<file path="src/rtl/system_mutex_pkg.sv">
// Shared types and register-field helpers for the system_mutex requester.
// The tag and value fields of the 32-bit mutex word are defined here once.
package system_mutex_pkg;

  typedef logic [15:0] tag_t;

  typedef enum logic [2:0] {
    ST_IDLE,
    ST_CLAIM,
    ST_CHECK,
    ST_BACKOFF,
    ST_HELD,
    ST_RELEASE,
    ST_FAIL
  } state_t;

  localparam logic MUTEX_ADDR_VALUE = 1'b0;
  localparam logic MUTEX_ADDR_RESET = 1'b1;

  localparam int OWNER_MSB = 31;
  localparam int OWNER_LSB = 16;
  localparam int VALUE_MSB = 15;
  localparam int VALUE_LSB = 0;

  function automatic logic [31:0] mutex_word(input tag_t owner, input tag_t value);
    logic [31:0] word;
    word = '0;
    word[OWNER_MSB:OWNER_LSB] = owner;
    word[VALUE_MSB:VALUE_LSB] = value;
    return word;
  endfunction

endpackage

</file>
<file path="src/rtl/system_mutex_backoff.sv">
// Capped exponential backoff timer: each start loads the current length and
// doubles it for next time, up to BACKOFF_MAX; clear returns the length to 1.
module system_mutex_backoff
  import system_mutex_pkg::*;
#(
  parameter int BACKOFF_MAX = 64
) (
  input  logic clk,
  input  logic reset,
  input  logic clear,
  input  logic start,
  output logic done
);

  // One extra bit so BACKOFF_MAX itself is representable; doubling stops there.
  localparam int W = $clog2(BACKOFF_MAX) + 1;
  localparam logic [W-1:0] LEN_ONE = W'(1);
  localparam logic [W-1:0] LEN_MAX = W'(BACKOFF_MAX);

  logic [W-1:0] len_q;
  logic [W-1:0] count_q;

  // NOTE: sequential state uses non-blocking assignments so every register
  // samples the pre-edge values, independent of statement order.
  always_ff @(posedge clk) begin
    if (reset || clear) begin
      len_q   <= LEN_ONE;
      count_q <= '0;
    end else if (start) begin
      count_q <= len_q;
      if (len_q < LEN_MAX) len_q <= len_q << 1;
    end else if (count_q != '0) begin
      count_q <= count_q - LEN_ONE;
    end
  end

  // High in the last waiting cycle, so the caller leaves on the same edge.
  assign done = (count_q == LEN_ONE);

endmodule

</file>
<file path="src/rtl/system_mutex_client.sv">
// Hardware requester for the system_mutex peripheral: claim by write, confirm
// by read-back, retry with capped exponential backoff, hold until released.
module system_mutex_client
  import system_mutex_pkg::*;
#(
  parameter tag_t OWNER_ID    = 16'h0002,
  parameter tag_t LOCK_VALUE  = 16'h0001,
  parameter int   BACKOFF_MAX = 64,
  parameter int   MAX_TRIES   = 0
) (
  input  logic        clk,
  input  logic        reset,
  input  logic        acq_req,
  output logic        acq_gnt,
  output logic        acq_fail,
  input  logic        rel_req,
  output logic        rel_done,
  output logic [7:0]  attempts,
  output logic        avm_address,
  output logic        avm_chipselect,
  output logic        avm_write,
  output logic        avm_read,
  output logic [31:0] avm_writedata,
  input  logic [31:0] avm_readdata
);

  localparam logic [31:0] CLAIM_WORD   = mutex_word(OWNER_ID, LOCK_VALUE);
  localparam logic [31:0] RELEASE_WORD = mutex_word(OWNER_ID, 16'h0000);

  state_t state;
  logic   claim_ok;
  logic   last_try;
  logic   bo_clear;
  logic   bo_start;
  logic   bo_done;

  assign claim_ok = (avm_readdata == CLAIM_WORD);
  assign last_try = (MAX_TRIES != 0) && ((int'(attempts) + 1) == MAX_TRIES);
  assign bo_clear = (state == ST_IDLE);
  assign bo_start = (state == ST_CHECK) && !claim_ok;

  system_mutex_backoff #(
    .BACKOFF_MAX(BACKOFF_MAX)
  ) u_backoff (
    .clk  (clk),
    .reset(reset),
    .clear(bo_clear),
    .start(bo_start),
    .done (bo_done)
  );

  // Outputs are registered with the state: each branch drives the values
  // for the state being entered, so the bus strobes line up with it.
  always_ff @(posedge clk) begin
    if (reset) begin
      state          <= ST_IDLE;
      acq_gnt        <= 1'b0;
      acq_fail       <= 1'b0;
      rel_done       <= 1'b0;
      attempts       <= '0;
      avm_address    <= MUTEX_ADDR_VALUE;
      avm_chipselect <= 1'b0;
      avm_write      <= 1'b0;
      avm_read       <= 1'b0;
      avm_writedata  <= '0;
    end else begin
      avm_address    <= MUTEX_ADDR_VALUE;
      avm_chipselect <= 1'b0;
      avm_write      <= 1'b0;
      avm_read       <= 1'b0;
      avm_writedata  <= '0;
      acq_fail       <= 1'b0;
      rel_done       <= 1'b0;

      case (state)
        ST_IDLE: begin
          acq_gnt  <= 1'b0;
          attempts <= '0;
          if (acq_req) begin
            state          <= ST_CLAIM;
            avm_chipselect <= 1'b1;
            avm_write      <= 1'b1;
            avm_writedata  <= CLAIM_WORD;
          end
        end

        ST_CLAIM: begin
          state          <= ST_CHECK;
          avm_chipselect <= 1'b1;
          avm_read       <= 1'b1;
        end

        ST_CHECK: begin
          if (claim_ok) begin
            state   <= ST_HELD;
            acq_gnt <= 1'b1;
          end else begin
            if (attempts != 8'hFF) attempts <= attempts + 8'd1;
            if (last_try) begin
              state    <= ST_FAIL;
              acq_fail <= 1'b1;
            end else begin
              state <= ST_BACKOFF;
            end
          end
        end

        ST_BACKOFF: begin
          if (!acq_req) begin
            state <= ST_IDLE;
          end else if (bo_done) begin
            state          <= ST_CLAIM;
            avm_chipselect <= 1'b1;
            avm_write      <= 1'b1;
            avm_writedata  <= CLAIM_WORD;
          end
        end

        ST_HELD: begin
          if (rel_req) begin
            state          <= ST_RELEASE;
            acq_gnt        <= 1'b0;
            avm_chipselect <= 1'b1;
            avm_write      <= 1'b1;
            avm_writedata  <= RELEASE_WORD;
          end
        end

        ST_RELEASE: begin
          state    <= ST_IDLE;
          rel_done <= 1'b1;
        end

        ST_FAIL: begin
          state <= ST_IDLE;
        end

        default: begin
          state <= ST_IDLE;
        end
      endcase
    end
  end

endmodule

</file>
<file path="config.mk">
export PLATFORM = sky130hd
export DESIGN_NAME = system_mutex_client
export DESIGN_NICKNAME = d
export VERILOG_FILES = /design/src/rtl/system_mutex_pkg.sv /design/src/rtl/system_mutex_backoff.sv /design/src/rtl/system_mutex_client.sv
export SDC_FILE = /design/constraint.sdc
export NUM_CORES = 1
export LEC_CHECK = 0
export CORE_MARGIN = 10
export CORE_UTILIZATION = 35
export DETAILED_ROUTE_END_ITERATION = 6
export PLACE_DENSITY = 0.77
export SKIP_CTS_REPAIR_TIMING = 1
export SLEW_MARGIN = 20
export SYNTH_ARGS = -nofsm -noshare
export SYNTH_HDL_FRONTEND = slang
export SYNTH_SLANG_ARGS = --single-unit
export TNS_END_PERCENT = 1
</file>
<file path="constraint.sdc">
create_clock -name clk -period 1.7 [get_ports clk]
set_input_delay 0.34 -clock clk [delete_from_list [all_inputs] [get_ports clk]]
set_output_delay 0.34 -clock clk [all_outputs]
set_load 0.02 [all_outputs]
</file>
After elaboration in Yosys (flattened, before gate mapping)
Cells that the tools add are included.
- $add $sub $neg: 2
- $mul: 0
- divide/modulo/power cells: 0
- magnitude comparators: 1
- equal/unequal tests: 14
- shifts and indexed selects: 0
- mux-type cells: 27
- bitwise operators: 0
- reduce and logical (&&, ||, !) cells: 12
- operator list (cell ; number):
    2-to-1 mux 18 bit ; 4
    one-hot mux 18 bit (3 select lines) ; 1
    == test 32 x 18 -> 1 bit, second input constant ; 1
    2-to-1 mux 8 bit ; 2
    one-hot mux 8 bit (2 select lines) ; 1
    2-to-1 mux 3 bit ; 5
    one-hot mux 3 bit (5 select lines) ; 1
    2-to-1 mux 7 bit ; 2
    AND reduction 3 bit ; 3
    adder 8 x 1 -> 8 bit, second input constant ; 1
    2-to-1 mux 1 bit ; 8
    inequality test 2 bit, second input constant ; 4
    inequality test 8 bit, second input constant ; 1
    == test 7 x 1 -> 1 bit, second input constant ; 1
    < comparator 7 bit, second input constant ; 1
    nonzero test 7 bit ; 1
    subtractor 7 x 1 -> 7 bit, second input constant ; 1
    == test 3 x 2 -> 1 bit, second input constant ; 2
    == test 3 bit, second input constant ; 2
    one-hot mux 1 bit (3 select lines) ; 2
    one-hot mux 1 bit (4 select lines) ; 1
    nonzero test 2 bit ; 2
    == test 3 x 1 -> 1 bit, second input constant ; 1
    logical NOT 3 bit ; 1
    7 further kinds ; 7
- register bits after elaboration: 62
- bits in latches: 0
- memory bits (writable): 0
- ROM bits: 0
- input bits: 36
- output and inout bits: 47
- logic and storage cells: 66
- memories: 0

Longest topological paths before layout
- depth after elaboration: 4
- gate-level depth with buffers: 7
- mapped depth without buffers: 7

By module
From an unflattened synthesis, not the netlist that was laid out.
- cell total of the unflattened synthesis: 230
- area, all modules: 1903.1 sq um
- by module, submodules not included (module ; instances ; cells each ; area each (sq um) ; seq. area each (sq um)):
    system_mutex_client ; 1 ; 154 ; 1218.7 ; 340.3
    system_mutex_backoff ; 1 ; 76 ; 684.4 ; 280.3

Least setup slack after synthesis
No wires, ideal clock.
- kind: input -> register
- start point: input port avm_readdata[1]
- end point: register attempts[7]
- setup time: 0.115 ns
- arrival: 1.462 ns
- required time: 1.585 ns
- setup slack: 0.123 ns
- stages: 6
- path buffers: 1
- cell sequence: nor4b_2 nand4_2 o211ai_4 buf_6 nor3_1 o21a_1
- longest elaborated chain between the ends: 3
- RTL lines (item ; line ; text):
    start: declaration ; system_mutex_client.sv:24 ; input logic [31:0] avm_readdata
    == test 32 x 18 -> 1 bit ; system_mutex_client.sv:37 ; assign claim_ok = (avm_readdata == CLAIM_WORD);
    inequality test 2 bit (no source line) ; -- ;
    AND reduction 3 bit (no source line) ; -- ;
    end signal: assignment ; system_mutex_client.sv:98 ; if (attempts != 8'hFF) attempts <= attempts + 8'd1;
    end: declaration ; system_mutex_client.sv:18 ; output logic [7:0] attempts,
No other way between the ends.
A chain may end at the register's enable or synchronous reset.

Worst setup path in the final report
- start point: input port avm_readdata[5]
- end point: register u_backoff.count_q[2]
- longest elaborated chain between the ends: 4
- elaborated cells on any way between the ends: 5
- those cells by class: eq/ne: 1; mux: 1; reduce/logical: 3
- RTL lines (item ; line ; text):
    == test 32 x 18 -> 1 bit (*) ; system_mutex_client.sv:37 ;
    logical NOT 1 bit (*) ; system_mutex_client.sv:40 ; assign bo_start = (state == ST_CHECK) && !claim_ok;
    logical AND 1 bit (*) ; system_mutex_client.sv:40 ;
    2-to-1 mux 7 bit or nonzero test 2 bit (tied branches) ; -- ;
    end signal: assignment ; system_mutex_backoff.sv:30 ; count_q <= len_q;
    end signal: assignment ; system_mutex_backoff.sv:33 ; count_q <= count_q - LEN_ONE;
    end: declaration ; system_mutex_backoff.sv:21 ; logic [W-1:0] count_q;
Every way passes the cells marked *; elsewhere a longest branch is shown, timed or not.

==> impl_results.md <==
* Status: finished, final reports clean
* GR Overflow Total at 0
* Nets at 323
* Area leader, netlist: dfxtp_1
* Met1 usage at 10.9%
* Mapped Area at 0.00189 mm^2
* Die ar. at 0.00873 mm^2
* Global-route wire length before repair at 7360 um
* Worst hold slack at 0.451 ns
* CP required at 1.89 ns
* CTS max path bufs at 2
* Area after DPL at 0.00246 mm^2
* Pwr Total at 0.00187 W
* Top_reg_cell synth: dfxtp_1
* Num CTS Buffers at 5
* Initial DRC count at 131
* Fin area at 0.00272 mm^2
* Capturing point of the worst reg2reg path: u_backoff.count_q[4]
* Final setup TNS at 0 ns
* P_int at 0.00128 W
* Number of flops mapped to enable cells by yosys at 0
* Logic pwr share at 30.3%
* Critical R2R Launch: u_backoff.count_q[0]
* Hold WC Path Type: reg2reg
* Pin count of the biggest net entering global routing at 17
* Global Route Usage Sum at 10.2%
* Peak VDD IR at 332 uV
* Chip width at 93.4 um
* Post-synthesis sequential area ratio at 32.9%
* Top-count cell post-synth: buf_4
* Die height at 93.4 um
* Maximum clock frequency at 602 MHz
* Hold worst-path end: u_backoff.len_q[0]
* Worst-path clk slew at 0.06 ns
* Power Density at 690 mW/mm^2
* Area share of the largest cell type after synthesis at 32.9%
* Final wirelength at 4920 um
* Fin crit share at 97.8%
* Met3 usage at 4.56%
* Hpwl dp at 3660 um
* Worst endpoint data arrival time at 1.85 ns
* Ys async rst share at 0%
* Antenna cells at 0
* GRT met2 Usage at 17.3%
* Syn avg cell area at 8.74 um^2
* Core area at 0.00517 mm^2
* R2r setup slk at 0.10 ns
* # clock sinks at 31
* Area grow syn2layout at 43.8%
* Drt pass-1 iters at 4
* Sw Pwr at 0.000593 W
* GRT Max-Usage Layer: met2
* Io pins at 83
* Max FO, Critical Path at 7
* Max Slew Vio Count at 0
* Number of global-route vias before repair at 1628
* DRC errors left at 0
* Setup-failing EPs final at 0
* Crit Path Category: in2reg
* Sequential power share at 41.8%
* Port bufs at 50
* Via Count at 1690
* Crit path launch type: primary input
* Worst Hold Depth at 2
* Clock Root Buffer: clkbuf_8
* Final number of hold-violating endpoints at 0
* Vias per std cell at 4.79
* Max Cap Viol at 0
* Routed length per instance at 13.9 um
* Initial antenna violation count at 0
* Sw Ratio at 31.7%
* FF-to-FF path depth at 7
* Starting density of the core at 36.5%
* Post-Synthesis Cells at 216
* Synth area leaders: dfxtp_1, buf_4, nand3_1
* Row Count at 26
* Yosys warns at 0
* Min Tclk post-route at 1.66 ns
* Synth Register Bits at 31
* Clock skew at 0.00635 ns
* CP Capture Type: flop
* Origin of the worst min-delay path: u_backoff.len_q[0]
* Synth cell types at 46
* Post-route antenna net violation count at 0
* LEAKAGE at 1.38 nW
* Commonest cells post-synth: buf_4, dfxtp_1, nand2_1
* Part of the power in the clock network at 28.0%
* Worst-skew pair later-pin latency at 0.28 ns
* GPL Wtd Cong at 0.819
* CTS tree: done
* H-tree Lvls at 2
* Share of layout cells above drive strength 1 at 14.8%
worst max-delay path by stage:
| stage | start | endpoint | slack, ns | cells past startpoint |
|---|---|---|---|---|
| final | avm_readdata[5] | u_backoff.count_q[2] | 0.04 | 7 |
| after global routing | avm_readdata[9] | u_backoff.count_q[5] | -0.06 | 7 |
| after CTS | avm_readdata[1] | u_backoff.count_q[2] | -0.11 | 7 |
| after detailed placement | avm_readdata[1] | u_backoff.count_q[2] | -0.38 | 7 |
| after global placement | avm_readdata[1] | attempts[7] | -0.33 | 7 |
| after floorplan | avm_readdata[1] | attempts[7] | 0.12 | 6 |
layout by cell type (no fill, tap or decap), types with 2 or more instances in the layout:
master	count
a21oi_1	10
or2_2	2
clkbuf_8	5
mux2i_1	6
nor3_1	3
nor2b_1	4
a211oi_1	3
nand3_1	13
xnor2_1	2
clkdlybuf4s50_1	17
o31ai_1	2
dlymetal6s2s_1	33
o21ai_1	7
or3_1	5
o2111ai_1	2
o21ai_0	10
nand4_4	2
conb_1	32
nand4_1	3
nand2b_1	4
buf_6	2
buf_12	2
nor4_4	6
o21a_1	3
nor4b_4	2
inv_1	4
ha_1	3
buf_4	16
and3_1	2
nor2_1	15
dfxtp_1	31
nand2_1	16
final cells by class:
class                           instances  area, um^2
Multi-Input combinational cell        171        1130
Inverter                                4        15.0
Clock buffer                            6        72.6
Sequential cell                        31         621
Fill cell                             466        2460
Timing Repair Buffer                   71         791
Tap cell                               70        87.6
sequential cells by signal, summed over array words and instances, names as in the netlist, 2 cells and up:
| register | cells |
|---|---|
| attempts | 8 |
| u_backoff.count_q | 7 |
| u_backoff.len_q | 7 |
| state | 3 |
| avm_writedata | 2 |
critical path: stages:
cell and delay, ns:
clkdlybuf4s50_1 0.44, nor4_4 0.21, nand4_4 0.21, o21ai_4 0.27, buf_12 0.15, nor2_1 0.04
a211oi_1 0.18
power by group through the flow:
stage	sequential [W]	combinational (W)	clock, W
floorplan	0.000804	0.000378	0
detailed placement	0.000798	0.000527	0
global placement	0.000797	0.000522	0
CTS	0.000782	0.000533	0.000536
global route	0.000786	0.000624	0.000564
finish	0.000782	0.000567	0.000524
cells by family after synthesis:
logic type	count (synthesis)	synth area share [%]
simple gates	82	28.4
compound gates	45	15.6
buf+inv	45	16.2
flops	31	32.9
mux	7	3.78
fa+ha+maj	3	1.99
xor+xnor	2	0.928
other cells	1	0.199
metal layers:
metal,routed length (um),vias up
li1,-,839
met1,1890,787
met2,2480,58
met3,499,6
met4,53,0
met5,0,-
stage by stage:
stage,util (%),instances,worst slack [ns]
after floorplan,-,247,0.123
final,52.5,353,0.0379
after global placement,47.6,344,-0.326
after detailed placement,47.6,344,-0.381
after global routing,52.5,353,-0.0595
after CTS,49.0,350,-0.108
(Power assumes the default switching activity.)
